File: src/rtl/subleq_core_p.sv
// SUBLEQ processor core: mem[A] -= mem[B]; branch to C when the result is <= 0.
// One request/acknowledge memory port shared by instruction fetch, operand access and the loader.
module subleq_core_p #(
  parameter int unsigned DATA_W = 8,
  parameter int unsigned ADDR_W = 8,
  parameter int unsigned CNT_W  = 16
) (
  input  logic              clk,
  input  logic              rst,
  input  logic              run,
  input  logic              step,
  input  logic              load_wr,
  input  logic              load_pc,
  input  logic [DATA_W-1:0] load_data,
  input  logic              bp_en,
  input  logic [ADDR_W-1:0] bp_addr,
  output logic              mem_req,
  output logic              mem_we,
  output logic [ADDR_W-1:0] mem_addr,
  output logic [DATA_W-1:0] mem_wdata,
  input  logic              mem_ack,
  input  logic [DATA_W-1:0] mem_rdata,
  output logic              halted,
  output logic [ADDR_W-1:0] pc,
  output logic              bp_hit,
  output logic [CNT_W-1:0]  icount
);

  typedef enum logic [2:0] {
    StHalt,
    StFetchA,
    StFetchB,
    StFetchC,
    StLoadA,
    StLoadB,
    StStore,
    StNext
  } state_e;

  // Highest PC from which a full three-word instruction can be fetched.
  localparam logic [ADDR_W-1:0] MaxPc = {ADDR_W{1'b1}} - ADDR_W'(2);

  state_e              state_q, state_d;
  logic [ADDR_W-1:0]   pc_q, pc_d;
  logic [DATA_W-1:0]   a_q, a_d;
  logic [DATA_W-1:0]   b_q, b_d;
  logic [DATA_W-1:0]   c_q, c_d;
  logic [DATA_W-1:0]   ma_q, ma_d;
  logic [DATA_W-1:0]   mb_q, mb_d;
  logic [DATA_W-1:0]   r_q, r_d;
  logic [CNT_W-1:0]    icount_q, icount_d;
  logic                bp_hit_q, bp_hit_d;
  logic                step_mode_q, step_mode_d;
  logic                run_q;
  logic                step_q;
  logic                mem_req_q, mem_req_d;
  logic                mem_we_q, mem_we_d;
  logic [ADDR_W-1:0]   mem_addr_q, mem_addr_d;
  logic [DATA_W-1:0]   mem_wdata_q, mem_wdata_d;

  logic                run_rise;
  logic                step_rise;
  logic                r_le_zero;
  logic [ADDR_W-1:0]   next_pc;
  logic                bp_match;
  logic                keep_running;

  assign run_rise     = run & ~run_q;
  assign step_rise    = step & ~step_q;
  assign r_le_zero    = (r_q == '0) | r_q[DATA_W-1];
  assign next_pc      = r_le_zero ? c_q[ADDR_W-1:0] : pc_q + ADDR_W'(3);
  assign bp_match     = bp_en & (next_pc == bp_addr);
  // Free-running continuation is only possible in run mode with a fetchable next PC.
  assign keep_running = run & ~step_mode_q & (next_pc <= MaxPc);

  always_comb begin
    state_d     = state_q;
    pc_d        = pc_q;
    a_d         = a_q;
    b_d         = b_q;
    c_d         = c_q;
    ma_d        = ma_q;
    mb_d        = mb_q;
    r_d         = r_q;
    icount_d    = icount_q;
    bp_hit_d    = bp_hit_q;
    step_mode_d = step_mode_q;
    mem_req_d   = mem_req_q;
    mem_we_d    = mem_we_q;
    mem_addr_d  = mem_addr_q;
    mem_wdata_d = mem_wdata_q;

    unique case (state_q)
      StHalt: begin
        if (mem_req_q) begin
          // Loader write outstanding: everything else waits for the ack.
          if (mem_ack) begin
            mem_req_d = 1'b0;
            mem_we_d  = 1'b0;
            pc_d      = pc_q + ADDR_W'(1);
          end
        end else if (load_pc) begin
          pc_d = load_data[ADDR_W-1:0];
        end else if (load_wr) begin
          mem_req_d   = 1'b1;
          mem_we_d    = 1'b1;
          mem_addr_d  = pc_q;
          mem_wdata_d = load_data;
        end else if ((run_rise | step_rise) && (pc_q <= MaxPc)) begin
          state_d     = StFetchA;
          step_mode_d = step_rise;
          bp_hit_d    = 1'b0;
          mem_req_d   = 1'b1;
          mem_we_d    = 1'b0;
          mem_addr_d  = pc_q;
        end
      end
      StFetchA: begin
        if (mem_ack) begin
          a_d        = mem_rdata;
          mem_addr_d = pc_q + ADDR_W'(1);
          state_d    = StFetchB;
        end
      end
      StFetchB: begin
        if (mem_ack) begin
          b_d        = mem_rdata;
          mem_addr_d = pc_q + ADDR_W'(2);
          state_d    = StFetchC;
        end
      end
      StFetchC: begin
        if (mem_ack) begin
          c_d        = mem_rdata;
          mem_addr_d = a_q[ADDR_W-1:0];
          state_d    = StLoadA;
        end
      end
      StLoadA: begin
        if (mem_ack) begin
          ma_d       = mem_rdata;
          mem_addr_d = b_q[ADDR_W-1:0];
          state_d    = StLoadB;
        end
      end
      StLoadB: begin
        if (mem_ack) begin
          mb_d        = mem_rdata;
          r_d         = ma_q - mem_rdata;
          mem_we_d    = 1'b1;
          mem_addr_d  = a_q[ADDR_W-1:0];
          mem_wdata_d = ma_q - mem_rdata;
          state_d     = StStore;
        end
      end
      StStore: begin
        if (mem_ack) begin
          mem_req_d = 1'b0;
          mem_we_d  = 1'b0;
          state_d   = StNext;
        end
      end
      StNext: begin
        pc_d     = next_pc;
        icount_d = icount_q + CNT_W'(1);
        if (keep_running && !bp_match) begin
          state_d    = StFetchA;
          mem_req_d  = 1'b1;
          mem_we_d   = 1'b0;
          mem_addr_d = next_pc;
        end else begin
          state_d = StHalt;
          // Only a breakpoint that actually caused the stop is reported.
          if (keep_running) begin
            bp_hit_d = 1'b1;
          end
        end
      end
      default: begin
        state_d   = StHalt;
        mem_req_d = 1'b0;
        mem_we_d  = 1'b0;
      end
    endcase
  end

  always_ff @(posedge clk) begin
    if (rst) begin
      state_q     <= StHalt;
      pc_q        <= '0;
      a_q         <= '0;
      b_q         <= '0;
      c_q         <= '0;
      ma_q        <= '0;
      mb_q        <= '0;
      r_q         <= '0;
      icount_q    <= '0;
      bp_hit_q    <= 1'b0;
      step_mode_q <= 1'b0;
      run_q       <= 1'b0;
      step_q      <= 1'b0;
      mem_req_q   <= 1'b0;
      mem_we_q    <= 1'b0;
      mem_addr_q  <= '0;
      mem_wdata_q <= '0;
    end else begin
      state_q     <= state_d;
      pc_q        <= pc_d;
      a_q         <= a_d;
      b_q         <= b_d;
      c_q         <= c_d;
      ma_q        <= ma_d;
      mb_q        <= mb_d;
      r_q         <= r_d;
      icount_q    <= icount_d;
      bp_hit_q    <= bp_hit_d;
      step_mode_q <= step_mode_d;
      run_q       <= run;
      step_q      <= step;
      mem_req_q   <= mem_req_d;
      mem_we_q    <= mem_we_d;
      mem_addr_q  <= mem_addr_d;
      mem_wdata_q <= mem_wdata_d;
    end
  end

  assign mem_req   = mem_req_q;
  assign mem_we    = mem_we_q;
  assign mem_addr  = mem_addr_q;
  assign mem_wdata = mem_wdata_q;
  assign halted    = (state_q == StHalt);
  assign pc        = pc_q;
  assign bp_hit    = bp_hit_q;
  assign icount    = icount_q;

endmodule

File: config.mk
export PLATFORM = sky130hd
export DESIGN_NAME = subleq_core_p
export DESIGN_NICKNAME = d
export VERILOG_FILES = /design/src/rtl/subleq_core_p.sv
export SDC_FILE = /design/constraint.sdc
export NUM_CORES = 1
export LEC_CHECK = 0
export BUFFER_PORTS_ARGS = -buffer_cell sky130_fd_sc_hd__clkbuf_2
export CAP_MARGIN = 30
export CORE_MARGIN = 3
export CORE_UTILIZATION = 40
export DETAILED_ROUTE_END_ITERATION = 10
export GPL_TIMING_DRIVEN = 0
export HOLD_SLACK_MARGIN = 0.12
export PLACE_DENSITY = 0.57
export SLEW_MARGIN = 15
export SYNTH_ARGS = -nofsm -noshare
export SYNTH_HDL_FRONTEND = slang
export SYNTH_SLANG_ARGS = --single-unit
File: constraint.sdc
create_clock -name clk -period 3.62 [get_ports clk]
set_input_delay 0.362 -clock clk [delete_from_list [all_inputs] [get_ports clk]]
set_output_delay 0.362 -clock clk [all_outputs]
set_load 0.05 [all_outputs]
# ---- Yosys cells after proc, flatten, opt, wreduce, memory -nomap -nowiden
# Cells that the tools add are included.
dict set report totals {
  regBits 89
  word_cells 141
  inputBits 32
  output_inout_bits 44
}
dict set report op_classes {
  reduce_logical 24
  n_lt_le_gt_ge 2
  n_addsub 5
  muxes 53
  bitwise 13
  eq_ne 28
}
# operator n
set op_table {}
lappend op_table {{8-bit two-way mux} 16}
lappend op_table {{8-bit case mux with 6 select lines} 1}
lappend op_table {{8-bit case mux with 2 select lines} 2}
lappend op_table {{3-bit two-way mux} 10}
lappend op_table {{2-bit != test, second input constant} 13}
lappend op_table {{3-bit case mux with 8 select lines} 1}
lappend op_table {{1-bit two-way mux} 20}
lappend op_table {{16-bit by 1-bit adder with 16-bit output, second input constant} 1}
lappend op_table {{8-bit by 2-bit adder with 8-bit output, second input constant} 2}
lappend op_table {{8-bit less-or-equal comparator, second input constant} 2}
lappend op_table {{5-bit AND reduction} 3}
lappend op_table {{3-bit equality test, second input constant} 4}
lappend op_table {{10-bit AND reduction} 1}
lappend op_table {{2-bit AND reduction} 5}
lappend op_table {{3-bit by 2-bit != test with 1-bit output, second input constant} 3}
lappend op_table {{9-bit AND reduction} 1}
lappend op_table {{8-bit by 1-bit adder with 8-bit output, second input constant} 1}
lappend op_table {{8-bit equality test} 1}
lappend op_table {{8-bit logical NOT} 1}
lappend op_table {{8-bit subtractor} 1}
lappend op_table {{7-bit AND reduction} 1}
lappend op_table {{3-bit by 2-bit equality test with 1-bit output, second input constant} 2}
lappend op_table {{1-bit inverter} 6}
lappend op_table {{3-bit AND reduction} 2}
lappend op_table {{17 further kinds} 25}

# ---- Depth between registers and ports, before layout
dict set report logic_depth {
  word_depth 9
  ltp_mapped 11
}

# ---- Worst setup path after synthesis
# Ideal clock, no wire load.
dict set report synth_path {
  kind {register to register}
  startpoint {register pc_q[0], in the netlist pc[0]}
  endpoint {register mem_addr_q[0], in the netlist mem_addr[0]}
  path_stages_with_launch 12
  synth_period_minus_slack_ns 3.220
  t_arrival_ns 3.101
  slack_ns 0.400
  required_ns 3.501
  cell_sequence {dfxtp_1 -> buf_2 -> inv_1 -> ha_1 -> nand3b_1 -> xnor2_1 -> mux2i_4 -> xnor2_1 -> or4_4 -> o211ai_2 -> nand2_1 -> o221a_1}
}
dict set report synth_via {
  elab_chain_cells 8
  elab_cells_between_ends 23
  classes_between {add/sub (3); order compare (2); eq/ne (3); mux (9); bitwise (2); reduce/logical (4)}
}
# element line
set synth_rtl {}
lappend synth_rtl {{start: declaration} 44} ;# logic [ADDR_W-1:0] pc_q, pc_d;
lappend synth_rtl {{start signal: assignment} 208} ;# pc_q <= pc_d;
lappend synth_rtl {{branches (longest 8 deep; another with 8-bit by 2-bit adder with 8-bit output)} n/a}
lappend synth_rtl {{end signal: assignment} 222} ;# mem_addr_q <= mem_addr_d;
lappend synth_rtl {{end: declaration} 58} ;# logic [ADDR_W-1:0] mem_addr_q, mem_addr_d;
# Several ways; the timed one is not identified. The select of a mux whose other input is x is not followed.
# A chain may end at the register's enable or synchronous reset.

# ---- Final worst setup path
# Same ends and word-level chain as after synthesis.

==> flow_summary_export.csv <==
group,metric,value,unit
outcome,status,"complete, no violations",
setup_path,crit_required,3.87,ns
power_and_ir_drop,power_frac_seq,36.7,%
synthesis,synth_edf_count,0,
global_routing,overflow,0,
timing,hold_violations,0,
timing,max_slew_margin,41.2,%
setup_path,cp_slowest_cell,"mux2i_1",
die,die_x,120,µm
power_and_ir_drop,switching_share,35.7,%
die,row_count,41,
timing,maxSlewViolCount,0,
synthesis,syn_area,5240,µm²
timing,setup_violations,0,
cells_and_area,multi_input_area,3200,µm²
clock_network,post_cts_buffers,0,
power_and_ir_drop,power,2.98,mW
timing,final.setup.tns,0,ns
synthesis,ys.flop_type,"dfxtp_1",
route,vias,5361,
cells_and_area,ff_latch_area,1780,µm²
clock_network,cts_sinks,89,
global_routing,met3_usage,3.65,%
setup_path,cp-startpoint,"pc[0]$_SDFFE_PP0P_",
clock_network,cts_resized,0,
setup_path,cp_num_buf_inv,3,
global_routing,grt_pass1_vias,4904,
run,maxCapViolCount,0,
timing,worstMarginPinSlew,0.876,ns
power_and_ir_drop,clockPowerShare,34.8,%
die,core_area,12700,µm²
setup_path,cp_num_cells,10,
power_and_ir_drop,combPwrFrac,28.5,%
synthesis,async_reset_ff_share,0,%
synthesis,ys_types,69,
cells_and_area,syn_to_final_growth,17.5,%
setup_path,path_max_fanout,10,
route,vias_per_cell,5.65,
setup_path,cp-start-kind,"register",
global_routing,grt_usage,24.9,%
placed_design,portBuffers,75,
setup_path,crit_arrival,3.74,ns
global_routing,grt_pass1_wl,27.8,mm
synthesis,synth_seq_cells,89,
die,die_area,14500,µm²
clock_network,cts_buffers,9,
power_and_ir_drop,intPower,1.91,mW
timing,rsz0062_at_grt,"false",
synthesis,postSynthAreaPerCell,7.64,µm²
hold_path,hold_class,"input pin to register",
global_routing,grt_max_degree,15,
clock_network,root_buffer,"clkbuf_16",
global_routing,grtUsageMet1,36.0,%
route,dr.pass1.iters,5,
timing,fin_crit_sh,96.4,%
setup_path,r2r_slack,0.13,ns
clock_network,holdBufCountCts,0,
route,ant_nets,0,
synthesis,ys_seq_area_share,34.0,%
route,drt_iter0_drc,416,
setup_path,cp-endpoint,"mem_addr[0]$_SDFFE_PP0P_",
setup_path,slowest_delay,0.61,ns
synthesis,synth_top_area_share,34.0,%
timing,max_freq,286,MHz
die,die_h,120,µm
cells_and_area,largest_register_ffs,16,
cells_and_area,fillCellCount,1347,
clock_network,clk_pin_slew,0.07,ns
synthesis,syn_nets,732,
clock_network,h-tree-depth,3,
setup_path,rr_worst_depth,10,
setup_path,path_delay_family,"simple AND/OR/NAND/NOR gates",
placed_design,dp_hpwl,14.0,mm
cells_and_area,nets,819,
route,drcViolationCount,0,
global_routing,use_met2,38.3,%
clock_network,cts_tree,"built",
synthesis,synthTopCellsByArea,"dfxtp_1 34%, nand2_1 8.1%, a21oi_1 6.1%",
global_routing,antenna_found_initial,0,
setup_path,worst_setup_path_end_kind,"register",
power_and_ir_drop,leakage,2.32,nW
placed_design,place_congestion,0.974,
timing,fin_skew,0.0115,ns
route,wirelength,17.9,mm
global_routing,busiest_layer,"met2",
setup_path,r2r-start,"pc[0]$_SDFFE_PP0P_",
cells_and_area,n_antenna_cell,0,
cells_and_area,drive_gt1_share,14.4,%
timing,fin_crit,3.49,ns
setup_path,crit_top_cell,"inv_1",
setup_path,rr_endpoint,"mem_addr[0]$_SDFFE_PP0P_",
synthesis,yosysWarningCount,0,
power_and_ir_drop,p_per_area,484,nW/µm²
synthesis,syn_inst,686,
power_and_ir_drop,p_sw,1.06,mW
route,wl_per_cell,18.9,µm
power_and_ir_drop,irDropWorstVdd,257,µV
die,pin_count,76,
die,start_util,41.2,%
setup_path,crit_type,"register to register",
synthesis,synth_largest_area_cell,"dfxtp_1",
clock_network,clk_latency,0.35,ns
clock_network,clockBufferDepth,2,
setup_path,path_cells,"buf_2 -> inv_1 -> ha_1 -> inv_1 -> mux2i_1 -> xnor2_1 -> or4_4 -> o211ai_2 -> nand2_1 -> o221a_1",
## per-layer routing
layer / vias to the layer above / wire length [µm] / part of all wire [%]
met5: - / 0 / 0
met4: 0 / 399 / 2.2
li1: 2578 / - / -
met2: 207 / 8040 / 45
met3: 30 / 1130 / 6.3
met1: 2546 / 8380 / 47
## stage by stage
stage	std cells	instance area, µm²	setup WS, ns	hold WS [ns]	utilization, %
5_1_grt	949	6150	0.0290	0.265	48.4
3_5_place_dp	933	5830	0.222	0.449	45.8
2_1_floorplan	686	5240	0.400	0.431	-
4_1_cts	948	6150	0.225	0.247	48.3
6_report	949	6150	0.129	0.253	48.4
3_3_place_gp	933	5830	0.280	0.444	45.8
## layout by cell type, fill, tap and decap left out, types with 6 or more instances in the layout
cell       instances
nor3_1             7
or3_1              6
inv_1             23
mux2i_1           18
xor2_1            23
clkbuf_2          75
ha_1              13
nand4_1           12
nor2b_1           10
clkbuf_1          40
nand2b_1           6
a211oi_1          16
a31oi_1            7
dfxtp_1           89
nand3_1           17
o211ai_1           7
nor2_1            78
a21oi_1           64
xnor2_1           22
clkbuf_16          9
o21ai_0           32
nand2_1          113
## power groups by stage
| stage | Sequential, mW | Combinational [mW] | Clock, mW |
|---|---|---|---|
| 2_1_floorplan | 1.27 | 0.430 | 0 |
| 3_3_place_gp | 1.11 | 0.834 | 0 |
| 3_5_place_dp | 1.11 | 0.837 | 0 |
| 4_1_cts | 1.09 | 0.840 | 1.04 |
| 5_1_grt | 1.10 | 0.915 | 1.09 |
| 6_report | 1.09 | 0.850 | 1.04 |
## area by class of cell
cell class / instances / area share, %
tap: 172 / 3.50
buffer: 43 / 2.77
inverter: 24 / 1.46
clock buffer: 11 / 3.94
timing repair buffer: 76 / 6.18
clock inverter: 4 / 1.24
sequential: 89 / 29.0
multi-input combinational: 530 / 52.0
## cell families after synthesis
group           after synthesis  share of synthesized area, %
buf+inv                      67                          4.97
flops                        89                          34.0
simple gates                270                          23.4
mux                          23                          4.78
fa+ha+maj                    14                          3.49
xor+xnor                     45                          7.52
compound gates              178                          21.9
## synth_stat cells, drive strengths merged, types with 6 or more instances
cell and count:
nor2 78, nand2 113, o211ai 8, ha 13, inv 23, nand3 17, clkbuf 39, nor3 8
a21oi 65, mux2i 20, o21ai 38, xnor2 22, nand4 12, a31oi 7, xor2 23, or3 6
a211oi 17, nand2b 6, dfxtp 89, nor2b 10
## worst register-to-register path: cells and delay by family (launching register included)
kind                     cells  cell delay [ns]
buffers and inverters        3             0.54
XOR/XNOR                     1             0.13
flip-flops                   1             0.40
adder cells (fa/ha/maj)      1             0.38
AO/OA/AOI/OAI                2             0.66
multiplexers                 1             0.61
AND/OR/NAND/NOR              2             0.67
## how the worst min path moves through the flow
stage,startpoint,slack (ns),to,depth (start not counted)
floorplan,a_q[7]$_SDFFE_PP0P_,0.43,a_q[7]$_SDFFE_PP0P_,2
global placement,a_q[7]$_SDFFE_PP0P_,0.44,a_q[7]$_SDFFE_PP0P_,2
detailed placement,bp_hit$_SDFFE_PP0P_,0.45,bp_hit$_SDFFE_PP0P_,2
CTS,step,0.25,step_q$_SDFF_PP0_,2
global route,run,0.26,run_q$_SDFF_PP0_,2
finish,step,0.25,step_q$_SDFF_PP0_,2
Note: power is estimated with default switching activity, not from simulation.
